--- src/rtl/logic_unit_pipe.sv ---
// -----------------------------------------------------------------------------
// logic_unit_pipe
//
// Two-stage pipelined bitwise logic unit between valid/ready streams.
// S1 registers {a, b, op} on an input transfer. S2 registers the computed
// result together with its zero and parity flags. op_count counts delivered
// results and wraps silently.
//
// Parameters
//   WIDTH   operand/result width (>= 1)
//   CNT_W   width of op_count (>= 1)
//
// Ports
//   clk        rising-edge clock
//   rst        asynchronous, active-high reset
//   in_valid   producer presents a, b, op
//   in_ready   unit can accept (transfer = in_valid & in_ready)
//   a, b       operands (b unused by NOT and PASS)
//   op         000 ~a, 001 a&b, 010 a|b, 011 ~(a&b), 100 ~(a|b),
//              101 a^b, 110 ~(a^b), 111 a
//   out_valid  y/zero/parity hold a result
//   out_ready  consumer accepts (transfer = out_valid & out_ready)
//   y          result
//   zero       1 when y == 0
//   parity     XOR-reduction of y
//   op_count   output transfers since reset, modulo 2^CNT_W
// -----------------------------------------------------------------------------
module logic_unit_pipe #(
    parameter int WIDTH = 8,
    parameter int CNT_W = 16
) (
    input  logic             clk,
    input  logic             rst,
    input  logic             in_valid,
    output logic             in_ready,
    input  logic [WIDTH-1:0] a,
    input  logic [WIDTH-1:0] b,
    input  logic [2:0]       op,
    output logic             out_valid,
    input  logic             out_ready,
    output logic [WIDTH-1:0] y,
    output logic             zero,
    output logic             parity,
    output logic [CNT_W-1:0] op_count
);

    typedef enum logic [2:0] {
        OP_NOT  = 3'b000,
        OP_AND  = 3'b001,
        OP_OR   = 3'b010,
        OP_NAND = 3'b011,
        OP_NOR  = 3'b100,
        OP_XOR  = 3'b101,
        OP_XNOR = 3'b110,
        OP_PASS = 3'b111
    } op_e;

    // Stage 1: captured operands
    logic             s1_valid;
    logic [WIDTH-1:0] s1_a;
    logic [WIDTH-1:0] s1_b;
    op_e              s1_op;

    // Combinational result of the S1 contents
    logic [WIDTH-1:0] s1_y;

    // Handshake / advance controls
    logic s2_can_load;
    logic s2_load;
    logic s1_load;
    logic out_fire;

    // S2 is free when empty or when its result leaves this cycle, so a full
    // pipeline keeps streaming at one op per cycle. in_ready depends only on
    // state and out_ready, never on in_valid.
    assign s2_can_load = ~out_valid | out_ready;
    assign s2_load     = s1_valid & s2_can_load;
    assign in_ready    = ~s1_valid | s2_can_load;
    assign s1_load     = in_valid & in_ready;
    assign out_fire    = out_valid & out_ready;

    // NOTE: every variable assigned in an always_comb gets a default first so
    // no path through the block leaves it unassigned (which would infer a latch).
    always_comb begin
        s1_y = s1_a;
        case (s1_op)
            OP_NOT:  s1_y = ~s1_a;
            OP_AND:  s1_y = s1_a & s1_b;
            OP_OR:   s1_y = s1_a | s1_b;
            OP_NAND: s1_y = ~(s1_a & s1_b);
            OP_NOR:  s1_y = ~(s1_a | s1_b);
            OP_XOR:  s1_y = s1_a ^ s1_b;
            OP_XNOR: s1_y = ~(s1_a ^ s1_b);
            OP_PASS: s1_y = s1_a;
            default: s1_y = s1_a;
        endcase
    end

    // Stage 1 valid flag. A new load wins over a drain in the same cycle.
    // NOTE: sequential state uses non-blocking assignments so every register
    // samples the pre-edge values regardless of statement order.
    always_ff @(posedge clk or posedge rst) begin
        if (rst) begin
            s1_valid <= 1'b0;
        end else if (s1_load) begin
            s1_valid <= 1'b1;
        end else if (s2_load) begin
            s1_valid <= 1'b0;
        end
    end

    // NOTE: operand registers carry no reset; s1_valid qualifies them, so
    // their power-up contents are never observed.
    always_ff @(posedge clk) begin
        if (s1_load) begin
            s1_a  <= a;
            s1_b  <= b;
            s1_op <= op_e'(op);
        end
    end

    // Stage 2: result and flags; reset to the values of an all-zero result.
    always_ff @(posedge clk or posedge rst) begin
        if (rst) begin
            out_valid <= 1'b0;
            y         <= '0;
            zero      <= 1'b1;
            parity    <= 1'b0;
        end else if (s2_load) begin
            out_valid <= 1'b1;
            y         <= s1_y;
            zero      <= (s1_y == '0);
            parity    <= ^s1_y;
        end else if (out_fire) begin
            out_valid <= 1'b0;
        end
    end

    // Delivered-result counter, wraps naturally at 2^CNT_W.
    always_ff @(posedge clk or posedge rst) begin
        if (rst) begin
            op_count <= '0;
        end else if (out_fire) begin
            op_count <= op_count + CNT_W'(1);
        end
    end

endmodule
--- config.mk ---
export PLATFORM = sky130hd
export DESIGN_NAME = logic_unit_pipe
export DESIGN_NICKNAME = d
export VERILOG_FILES = /design/src/rtl/logic_unit_pipe.sv
export SDC_FILE = /design/constraint.sdc
export NUM_CORES = 1
export LEC_CHECK = 0
export ABC_CLOCK_PERIOD_IN_PS = 5700
export CORE_MARGIN = 4
export CORE_UTILIZATION = 50
export CTS_CLUSTER_DIAMETER = 120
export DETAILED_ROUTE_END_ITERATION = 16
export PLACE_DENSITY = 0.77
export SETUP_SLACK_MARGIN = 0.4
export SYNTH_ARGS = -nofsm -noshare
export SYNTH_HDL_FRONTEND = slang
export SYNTH_SLANG_ARGS = --single-unit
--- constraint.sdc ---
create_clock -name clk -period 5.7 [get_ports clk]
set_clock_uncertainty 0.15 [all_clocks]
set_input_delay 1.14 -clock clk [delete_from_list [all_inputs] [get_ports clk]]
set_output_delay 1.14 -clock clk [all_outputs]
set_load 0.02 [all_outputs]
==> impl_metrics.toml, run 1 <==
[clock_tree]
clk_latency_ps = 300
numCtsBuffers = 5
cts-root-buf = "clkbuf_8"
clockBufferDepth = 2
hold_buffers = 0
h-tree-depth = 2
cts_tree = "done"
path_clk_slew_ps = 90
clock-sinks = 47
post_cts_resize_count = 0
post-cts-setup-buffers = 0

[worst_setup_path]
worst-setup-path-type = "input port to output pin"
cp_slowest_cell = "clkdlybuf4s50_1"
cp_slowest_stage_delay_ps = 620
cp.arrival_ps = 2440
worstSetupStartpointType = "input port"
crit_fanout = 4
crit_chain = "clkdlybuf4s50_1, nand3b_1, clkdlybuf4s50_1"
cp-end-kind = "output pin"
cpMostUsedCell = "clkdlybuf4s50_1"
critPathRequiredTime_ps = 4410

[finish]
nFillCells = 452
nets = 348
drive_gt1_share_pct = 8.20
final_cell_area_um2 = 3380
diodes = 0
instances_no_fill = 375
syn_to_final_growth_pct = 21.0

[yosys]
synth-seq-cells = 47
ys_warn_count = 0
yosysMostFrequentCell = "dfrtp_1"
synth.area.top_cells = "dfrtp_1, edfxtp_1, ha_1"
synth_fp_nets = 304
async_flop_share_pct = 59.6
yosysSeqAreaShare_pct = 45.6
netlist_area_um2 = 2790
synth-edff-count = 19
synth.avg_cell_area_um2 = 10.7
synth-main-ff-cell = "dfrtp_1"
synth_common_cells = "dfrtp_1, nand2_1, ha_1, inv_1, edfxtp_1"
netlist_instances = 260
yosys.area.top_type = "dfrtp_1"
ys_types = 45
netlist.area_leader.share_pct = 24.2

[die]
dieArea_um2 = 6840
die_h_um = 82.7
fp.coreArea_um2 = 5270
rows = 26
start_util_pct = 52.9
fp.dieW_um = 82.7
io-pin-count = 51

[placed_design]
dp.cells = 367
hpwl_mm = 3.89
gp_congestion = 0.785
dpl-instance-area_um2 = 3290
io_buffers = 50

[sta]
period_share_pct = 65.5
grt_setup_unrepaired = "no"
hold_violations = 0
fmax_mhz = 268
slew_headroom_pct = 29.8
fin_setup_tns_ps = 0
final_max_slew_viol_count = 0
fin_crit_ps = 3730
hold_slack_ps = 331
setup_violations = 0
worst_slew_pin_slew_ps = 1050

[grt]
antenna_found_initial = 0
grt_first_pass_wirelength_mm = 8.54
track_usage_pct = 16.6
grt_overflow_total = 0
grt_pass1_vias = 1838
grt_max_degree = 34

[drt]
wire_per_inst_um = 14.0
drc = 0
drt-initial-drc-count = 98
avgViaCountPerCell = 5.30
num_vias = 1987
wirelength_mm = 5.24
dr.pass1.iters = 4
ant_nets = 0

[run]
drv_cap = 0

[power_and_ir_drop]
finalPower_mw = 0.959
powerDensity_nw_per_um2 = 284
vdd_ir_drop_max_uv = 180
power.leakage_nw = 1.46

[outcome]
outcome = "completed"

[worst_hold_path]
hold_path_class = "flip-flop to flip-flop"
==> placed cells by master, fill, tap and decap left out, types with 2 or more instances in the layout <==
cell,count
xnor2_1,12
xor2_1,6
a21oi_1,2
o32ai_1,4
ha_1,21
edfxtp_1,19
o21ai_0,7
mux2i_1,5
mux2_2,2
o21ai_1,9
or3b_2,3
a221oi_2,5
nand2_1,25
clkbuf_8,5
clkdlybuf4s50_1,50
and2_1,3
dfrtp_1,27
and4_1,3
nand2b_1,8
o2bb2ai_1,5
nand4_1,4
nor3_1,7
inv_1,21
a32o_1,3
a211oi_1,2
nor2b_1,7
a21o_1,12
nor2_1,10
==> path summary, 6_finish.rpt <==
| path | from | end | slack, ps | cells past startpoint |
|---|---|---|---|---|
| worst max-delay path | out_ready | in_ready | 1970 | 3 |
| worst min-delay path | op_count[15]$_DFFE_PP0P_ | op_count[15]$_DFFE_PP0P_ | 330 | 1 |
| worst max register to register | s1_op[0]$_DFFE_PP_ | parity$_DFFE_PP0P_ | 2760 | 7 |
| worst min register to register | op_count[15]$_DFFE_PP0P_ | op_count[15]$_DFFE_PP0P_ | 330 | 1 |
| max in group asynchronous | rst | parity$_DFFE_PP0P_ | 3520 | 2 |
| min in group asynchronous | rst | op_count[5]$_DFFE_PP0P_ | 1240 | 2 |
==> worst max-delay path: cells and delay by family <==
kind / cells / cell delay, ps
buffers and inverters: 2 / 1130
and+or+nand+nor: 1 / 170
==> power by group <==
group          switching [mW]  total (mW)  internal, mW
registers              0.0580       0.460         0.402
clock network           0.111       0.198        0.0867
logic                   0.144       0.300         0.156
total                   0.314       0.959         0.645
==> metrics by stage <==
| step | setup slack, ps | util, % |
|---|---|---|
| finish | 1970 | 64.1 |
| global route | 1930 | 64.1 |
| CTS | 1970 | 64.1 |
| detailed placement | 1970 | 62.4 |
| global placement | 1980 | 62.4 |
| floorplan | 2990 | - |
==> kinds of logic after synthesis <==
group	synth area share [%]
buffers and inverters	6.10
muxes	2.60
adders and majority gates	9.42
AOI/OAI and AO/OA	15.6
and+or+nand+nor	15.0
xor gates and xnor gates	5.65
DFF	45.6
==> layer usage <==
layer	track usage [%]	up-vias	routed length [um]	share of wire, %
li1	-	1002	-	-
met1	21.6	950	2390	46
met2	26.8	33	2580	49
met3	3.58	2	232	4.4
met4	6.70	0	38	0.73
met5	0	-	0	0
==> cell type report <==
cell class	instances	area, um2	area share [%]
clock inverter	2	13.8	0.408
tap	70	87.6	2.59
multi-input combinational	178	1350	39.9
clock buffer	6	72.6	2.15
timing repair buffer	50	500	14.8
inverter	22	82.6	2.45
sequential	47	1270	37.7
==> flip-flops by register name, indices dropped and copies added, names as in the netlist <==
register	cells
y	8
s1_op	3
s1_a	8
op_count	16
s1_valid	1
parity	1
s1_b	8
out_valid	1
zero	1
Power figures use the tool's default switching activity.
==> run 2: changes to the inputs <==
--- a/config.mk
+++ b/config.mk
@@ -5,12 +5,12 @@
 export SDC_FILE = /design/constraint.sdc
 export NUM_CORES = 1
 export LEC_CHECK = 0
-export ABC_CLOCK_PERIOD_IN_PS = 5700
+export ABC_CLOCK_PERIOD_IN_PS = 3150
 export CORE_MARGIN = 4
-export CORE_UTILIZATION = 50
+export CORE_UTILIZATION = 47
 export CTS_CLUSTER_DIAMETER = 120
 export DETAILED_ROUTE_END_ITERATION = 16
-export PLACE_DENSITY = 0.77
+export PLACE_DENSITY = 0.76
 export SETUP_SLACK_MARGIN = 0.4
 export SYNTH_ARGS = -nofsm -noshare
 export SYNTH_HDL_FRONTEND = slang
==> constraint.sdc (replaced) <==
create_clock -name clk -period 3.15 [get_ports clk]
set_clock_uncertainty 0.15 [all_clocks]
set_input_delay 0.63 -clock clk [delete_from_list [all_inputs] [get_ports clk]]
set_output_delay 0.63 -clock clk [all_outputs]
set_load 0.02 [all_outputs]
==> run 2 against run 1 <==
Compared with the run above: worst setup slack worse by 1400 ps; first-iteration DRC count is 37% lower; global-route usage is 0.35 points lower; sequential power is 78% higher; utilization is 1.3 points lower; die area is 5.8% higher; total power is 94% higher; combinational power is 95% higher; non-clock buffer count is 16 higher; worst hold slack worse by 3.9 ps; register-to-register slack worse by 2200 ps; count of clock-buffer cells in the layout is 1 lower; largest cell class unchanged; largest power group unchanged.
==> impl_metrics.toml, run 2 (synthesized netlist as in run 1, its figures left out) <==
[outcome]
outcome = "completed"

[die]
rows = 27
die_h_um = 85.0
start_util_pct = 49.4
fp.dieW_um = 85.0
dieArea_um2 = 7230
fp.coreArea_um2 = 5640
io-pin-count = 51

[worst_hold_path]
hold_path_class = "flip-flop to flip-flop"
hold_end = "op_count[15]$_DFFE_PP0P_"
min_path_cells = 1
hp-start = "op_count[15]$_DFFE_PP0P_"

[finish]
nets = 364
final_cell_area_um2 = 3540
final_util_pct = 62.8
instances_no_fill = 393
largest_reg_flops = 16
final_cell_mix = "clkdlybuf4s50_1, dfrtp_1, nand2_1, inv_1, ha_1"
final_common_cell = "clkdlybuf4s50_1"
diodes = 0
drive_gt1_share_pct = 13.1
max_flop_register = "op_count"
syn_to_final_growth_pct = 27.0

[placed_design]
io_buffers = 50
hpwl_mm = 4.07
dpl-instance-area_um2 = 3340
dp.cells = 376
post-place-ws_ps = 463
gp_congestion = 0.747

[drt]
avgViaCountPerCell = 5.34
wirelength_mm = 5.63
dr.pass1.iters = 4
drt-initial-drc-count = 62
num_vias = 2098
wire_per_inst_um = 14.3
ant_nets = 0
drc = 0

[power_and_ir_drop]
powerDensity_nw_per_um2 = 525
combPwrFrac_pct = 31.5
sw_frac_of_total_pct = 31.9
pwr-share-seq_pct = 44.0
clock_power_share_pct = 24.5
internal_power_mw = 1.27
p_switching_mw = 0.593
power.leakage_nw = 1.56
vdd_ir_drop_max_uv = 324

[grt]
track_usage_pct = 16.2
grt_max_degree = 29
grt_overflow_total = 0
grt_first_pass_wirelength_mm = 9.58
grt_pass1_vias = 2149
antenna_found_initial = 0

[worst_setup_path]
r2r-start = "s1_a[1]$_DFFE_PP_"
worst-setup-path-type = "flip-flop to flip-flop"
crit_fanout = 5
cp-end-kind = "flip-flop"
critPathRequiredTime_ps = 3170
worstSetupStartpointType = "flip-flop"
reg2reg_setup_slack_ps = 560
r2r_cells = 9
cp.arrival_ps = 2610
timing.rr.end = "parity$_DFFE_PP0P_"

[clock_tree]
hold_buffers = 0
numCtsBuffers = 5
h-tree-depth = 2
clockBufferDepth = 2
clock-sinks = 47
path_clk_slew_ps = 90
cts-root-buf = "clkbuf_8"
clk_latency_ps = 310
cts_tree = "done"

[sta]
hold_violations = 0
slew_headroom_pct = 59.7
setup_violations = 0
fmax_mhz = 386
fin_setup_tns_ps = 0
worst_slack_ps = 558
worst_slew_pin_slew_ps = 603
grt_setup_unrepaired = "yes"
final_max_slew_viol_count = 0
period_share_pct = 82.3
fin_crit_ps = 2590

[run]
drv_cap = 0
run 2: worst max-delay path, cell delays in order (launching register included):
cell and delay, ps:
edfxtp_1 460, ha_1 260, or3b_2 440, o21ai_0 130, a221oi_2 120, a21o_1 180, ha_1 300, xnor2_1 190
xnor2_1 140, o21ai_0 100
run 2: power groups by stage:
stage	Sequential, mW	Combinational (mW)	Clock [mW]
6_report	0.818	0.586	0.456
4_1_cts	0.826	0.575	0.469
3_3_place_gp	0.834	0.552	0
3_5_place_dp	0.838	0.570	0
5_1_grt	0.838	0.643	0.495
2_1_floorplan	0.896	0.269	0
run 2: worst max-delay path by stage:
| stage | from | to | slack, ps | cells after the start |
|---|---|---|---|---|
| 6_report | s1_a[1]$_DFFE_PP_ | parity$_DFFE_PP0P_ | 560 | 9 |
| 5_1_grt | s1_a[2]$_DFFE_PP_ | parity$_DFFE_PP0P_ | 390 | 9 |
| 4_1_cts | out_ready | in_ready | 440 | 3 |
| 3_5_place_dp | out_ready | in_ready | 460 | 3 |
| 3_3_place_gp | out_ready | in_ready | 450 | 3 |
| 2_1_floorplan | s1_a[1]$_DFFE_PP_ | parity$_DFFE_PP0P_ | 780 | 9 |
run 2: per-stage QoR:
| step | total power [mW] | hold slack [ps] |
|---|---|---|
| 2_1_floorplan | 1.17 | 307 |
| 3_3_place_gp | 1.39 | 306 |
| 3_5_place_dp | 1.41 | 316 |
| 4_1_cts | 1.87 | 332 |
| 5_1_grt | 1.98 | 350 |
| 6_report | 1.86 | 327 |
run 2: final cells by class:
type	instances	area, um2
Clock buffer	5	68.8
Clock inverter	3	45.0
Fill cell	469	2100
Inverter	22	82.6
Multi-Input combinational cell	178	1350
Sequential cell	47	1270
Tap cell	72	90.1
Timing Repair Buffer	66	636
run 2: layer usage:
layer  up-vias  global-route usage (%)  wire, um
met1      1004                    20.4      2520
met2        44                    27.2      2740
met3         9                    3.98       262
met4         0                    5.76       105
li1       1041                       -         -
met5         -                       0         0
run 2: repair_timing:
| item | 4_1_cts | 5_1_grt |
|---|---|---|
| resized for setup | 0 | 1 |
| buffers inserted | 0 | 9 |
| setup endpoints to repair | 0 | 2 |
==> run 3: changes to the inputs <==
--- a/config.mk
+++ b/config.mk
@@ -5,12 +5,12 @@
 export SDC_FILE = /design/constraint.sdc
 export NUM_CORES = 1
 export LEC_CHECK = 0
-export ABC_CLOCK_PERIOD_IN_PS = 3150
+export ABC_CLOCK_PERIOD_IN_PS = 2600
 export CORE_MARGIN = 4
-export CORE_UTILIZATION = 47
+export CORE_UTILIZATION = 50
 export CTS_CLUSTER_DIAMETER = 120
 export DETAILED_ROUTE_END_ITERATION = 16
-export PLACE_DENSITY = 0.76
+export PLACE_DENSITY = 0.77
 export SETUP_SLACK_MARGIN = 0.4
 export SYNTH_ARGS = -nofsm -noshare
 export SYNTH_HDL_FRONTEND = slang
==> constraint.sdc (replaced) <==
create_clock -name clk -period 2.6 [get_ports clk]
set_clock_uncertainty 0.15 [all_clocks]
set_input_delay 0.52 -clock clk [delete_from_list [all_inputs] [get_ports clk]]
set_output_delay 0.52 -clock clk [all_outputs]
set_load 0.02 [all_outputs]
==> run 3 against run 2 <==
Compared with the run above: worst setup slack got worse by 310 ps; count of clock-buffer cells in the layout rose by 2; critical path type unchanged; cell area up 7.6%; critical path depth is 1 higher; critical endpoint unchanged; combinational power up 37%; clock power increased by 19%; first-iteration DRC count rose by 60%; register-to-register slack got worse by 310 ps; sequential power up 21%; fmax up 10%; cell count rose by 2.3%; sequential share of layout area is 2.5 points lower.
==> impl_metrics.toml, run 3 (synthesized netlist as in run 1, its figures left out) <==
[placed_design]
io_buffers = 50
gp_congestion = 0.886
hpwl_mm = 4.43

[drt]
num_vias = 2168
drt-initial-drc-count = 99
dr.pass1.iters = 4
wirelength_mm = 6.25
drc = 0
avgViaCountPerCell = 5.39
ant_nets = 0
wire_per_inst_um = 15.5

[finish]
syn_to_final_growth_pct = 36.7
final_cell_mix = "clkdlybuf4s50_1, dfrtp_1, nand2_1, buf_4, edfxtp_1"
final_common_cell = "clkdlybuf4s50_1"
max_flop_register = "op_count"
nets = 375
drive_gt1_share_pct = 25.3
diodes = 0
largest_reg_flops = 16

[grt]
antenna_found_initial = 0
grt_overflow_total = 0
track_usage_pct = 19.6
grt_first_pass_wirelength_mm = 10.2
grt_pass1_vias = 2211
grt_max_degree = 21

[sta]
worst_slew_pin_slew_ps = 616
hold_violations = 0
fin_crit_ps = 2360
setup_violations = 0
fmax_mhz = 424
period_share_pct = 90.6
final_max_slew_viol_count = 0
grt_setup_unrepaired = "yes"
slew_headroom_pct = 58.8
fin_setup_tns_ps = 0

[clock_tree]
clock-sinks = 47
hold_buffers = 0
h-tree-depth = 2
path_clk_slew_ps = 90
clockBufferDepth = 2
cts_tree = "done"
numCtsBuffers = 5
cts-root-buf = "clkbuf_8"
clk_latency_ps = 310

[worst_setup_path]
r2r_cells = 10
timing.rr.end = "parity$_DFFE_PP0P_"
worst-path-buf-inv = 1
cp.arrival_ps = 2380
worstSetupStartpointType = "flip-flop"
worst-setup-path-type = "flip-flop to flip-flop"
cp-end-kind = "flip-flop"
critPathRequiredTime_ps = 2630
cp_slowest_stage_delay_ps = 460
reg2reg_setup_slack_ps = 240
path_depth = 10
crit_fanout = 4
crit_chain = "inv_2, ha_4, mux2i_4, o21ai_2, a221oi_2, a21o_1, ha_1, xnor2_1, xnor2_1, o21ai_1"
cp_slowest_cell = "edfxtp_1"
r2r-start = "s1_a[1]$_DFFE_PP_"
cp_top_family = "compound AO/OA/AOI/OAI gates"
cpMostUsedCell = "xnor2_1"

[worst_hold_path]
hp-start = "op_count[15]$_DFFE_PP0P_"
hold_path_class = "flip-flop to flip-flop"
hold_end = "op_count[15]$_DFFE_PP0P_"
min_path_cells = 1

[die]
rows = 26
die_h_um = 82.7
fp.coreArea_um2 = 5270
io-pin-count = 51
start_util_pct = 52.9
dieArea_um2 = 6840
fp.dieW_um = 82.7

[run]
drv_cap = 0

[power_and_ir_drop]
vdd_ir_drop_max_uv = 440
powerDensity_nw_per_um2 = 612
finalPower_mw = 2.33
power.leakage_nw = 1.62

[outcome]
outcome = "completed"
[run 3: cell count changes in the layout (fill, tap and decap cells not counted), moves of 3 or more]
cell / before / now
inv_2: 1 / 7
inv_1: 21 / 15
ha_4: 0 / 6
or3b_2: 3 / 0
ha_2: 0 / 3
mux2i_1: 5 / 2
o21ai_2: 0 / 4
o32ai_1: 4 / 1
or3b_4: 0 / 3
buf_4: 15 / 24
o32ai_2: 0 / 3
o21ai_0: 7 / 3
ha_1: 21 / 12
[run 3: layout make-up]
type	instances	area, um2
clock inverters	1	8.76
flip-flops and latches	47	1270
repair buffers	77	718
clock buffers	7	108
fillers	375	1460
well taps	70	87.6
inverters	22	82.6
multi-input cells	178	1530
[run 3: worst max-delay path by stage]
stage,startpoint,to,slack (ps)
after floorplan,s1_a[5]$_DFFE_PP_,parity$_DFFE_PP0P_,390
after global placement,s1_op[2]$_DFFE_PP_,parity$_DFFE_PP0P_,160
after detailed placement,out_ready,in_ready,120
after CTS,s1_a[2]$_DFFE_PP_,parity$_DFFE_PP0P_,220
after global routing,s1_a[1]$_DFFE_PP_,parity$_DFFE_PP0P_,100
final,s1_a[1]$_DFFE_PP_,parity$_DFFE_PP0P_,240
[run 3: report_power, final]
part | switching (mW) | leakage [nW] | internal (mW) | total [mW]
clock | 0.264 | 0.0600 | 0.278 | 0.542
combinational | 0.384 | 1.04 | 0.417 | 0.800
sequential | 0.108 | 0.528 | 0.881 | 0.989
[run 3: stage by stage]
stage / worst slack, ps / cell area [um2] / util (%) / instances / hold WS [ps]
2_1_floorplan: 393 / 2850 / - / 260 / 307
4_1_cts: 222 / 3690 / 69.9 / 400 / 330
5_1_grt: 98.3 / 3810 / 72.3 / 402 / 357
6_report: 243 / 3810 / 72.3 / 402 / 327
3_5_place_dp: 118 / 3440 / 65.3 / 379 / 315
3_3_place_gp: 155 / 3440 / 65.3 / 379 / 308
[run 3: worst register-to-register path: cells and delay by family, from the launching register on]
family	cells	cell delay (ps)
AO/OA/AOI/OAI	4	600
XOR/XNOR	2	310
flip-flops	1	460
adder cells (fa/ha/maj)	2	440
buffers and inverters	1	100
multiplexers	1	160
[run 3: timing repair]
action | 4_1_cts | 5_1_grt
setup buffers | 13 | 2
setup endpoints to repair | 2 | 3
resized for setup | 6 | 20
pin swaps | 6 | 11
[run 3: layer usage]
layer | global-route usage [%] | routed length [um] | share of wire [%] | vias to the layer above
met4 | 7.19 | 154 | 2.5 | 0
met2 | 32.9 | 3090 | 50 | 54
met1 | 24.9 | 2740 | 44 | 1043
met3 | 3.90 | 261 | 4.2 | 14
li1 | - | - | - | 1057
met5 | 0 | 0 | 0 | -
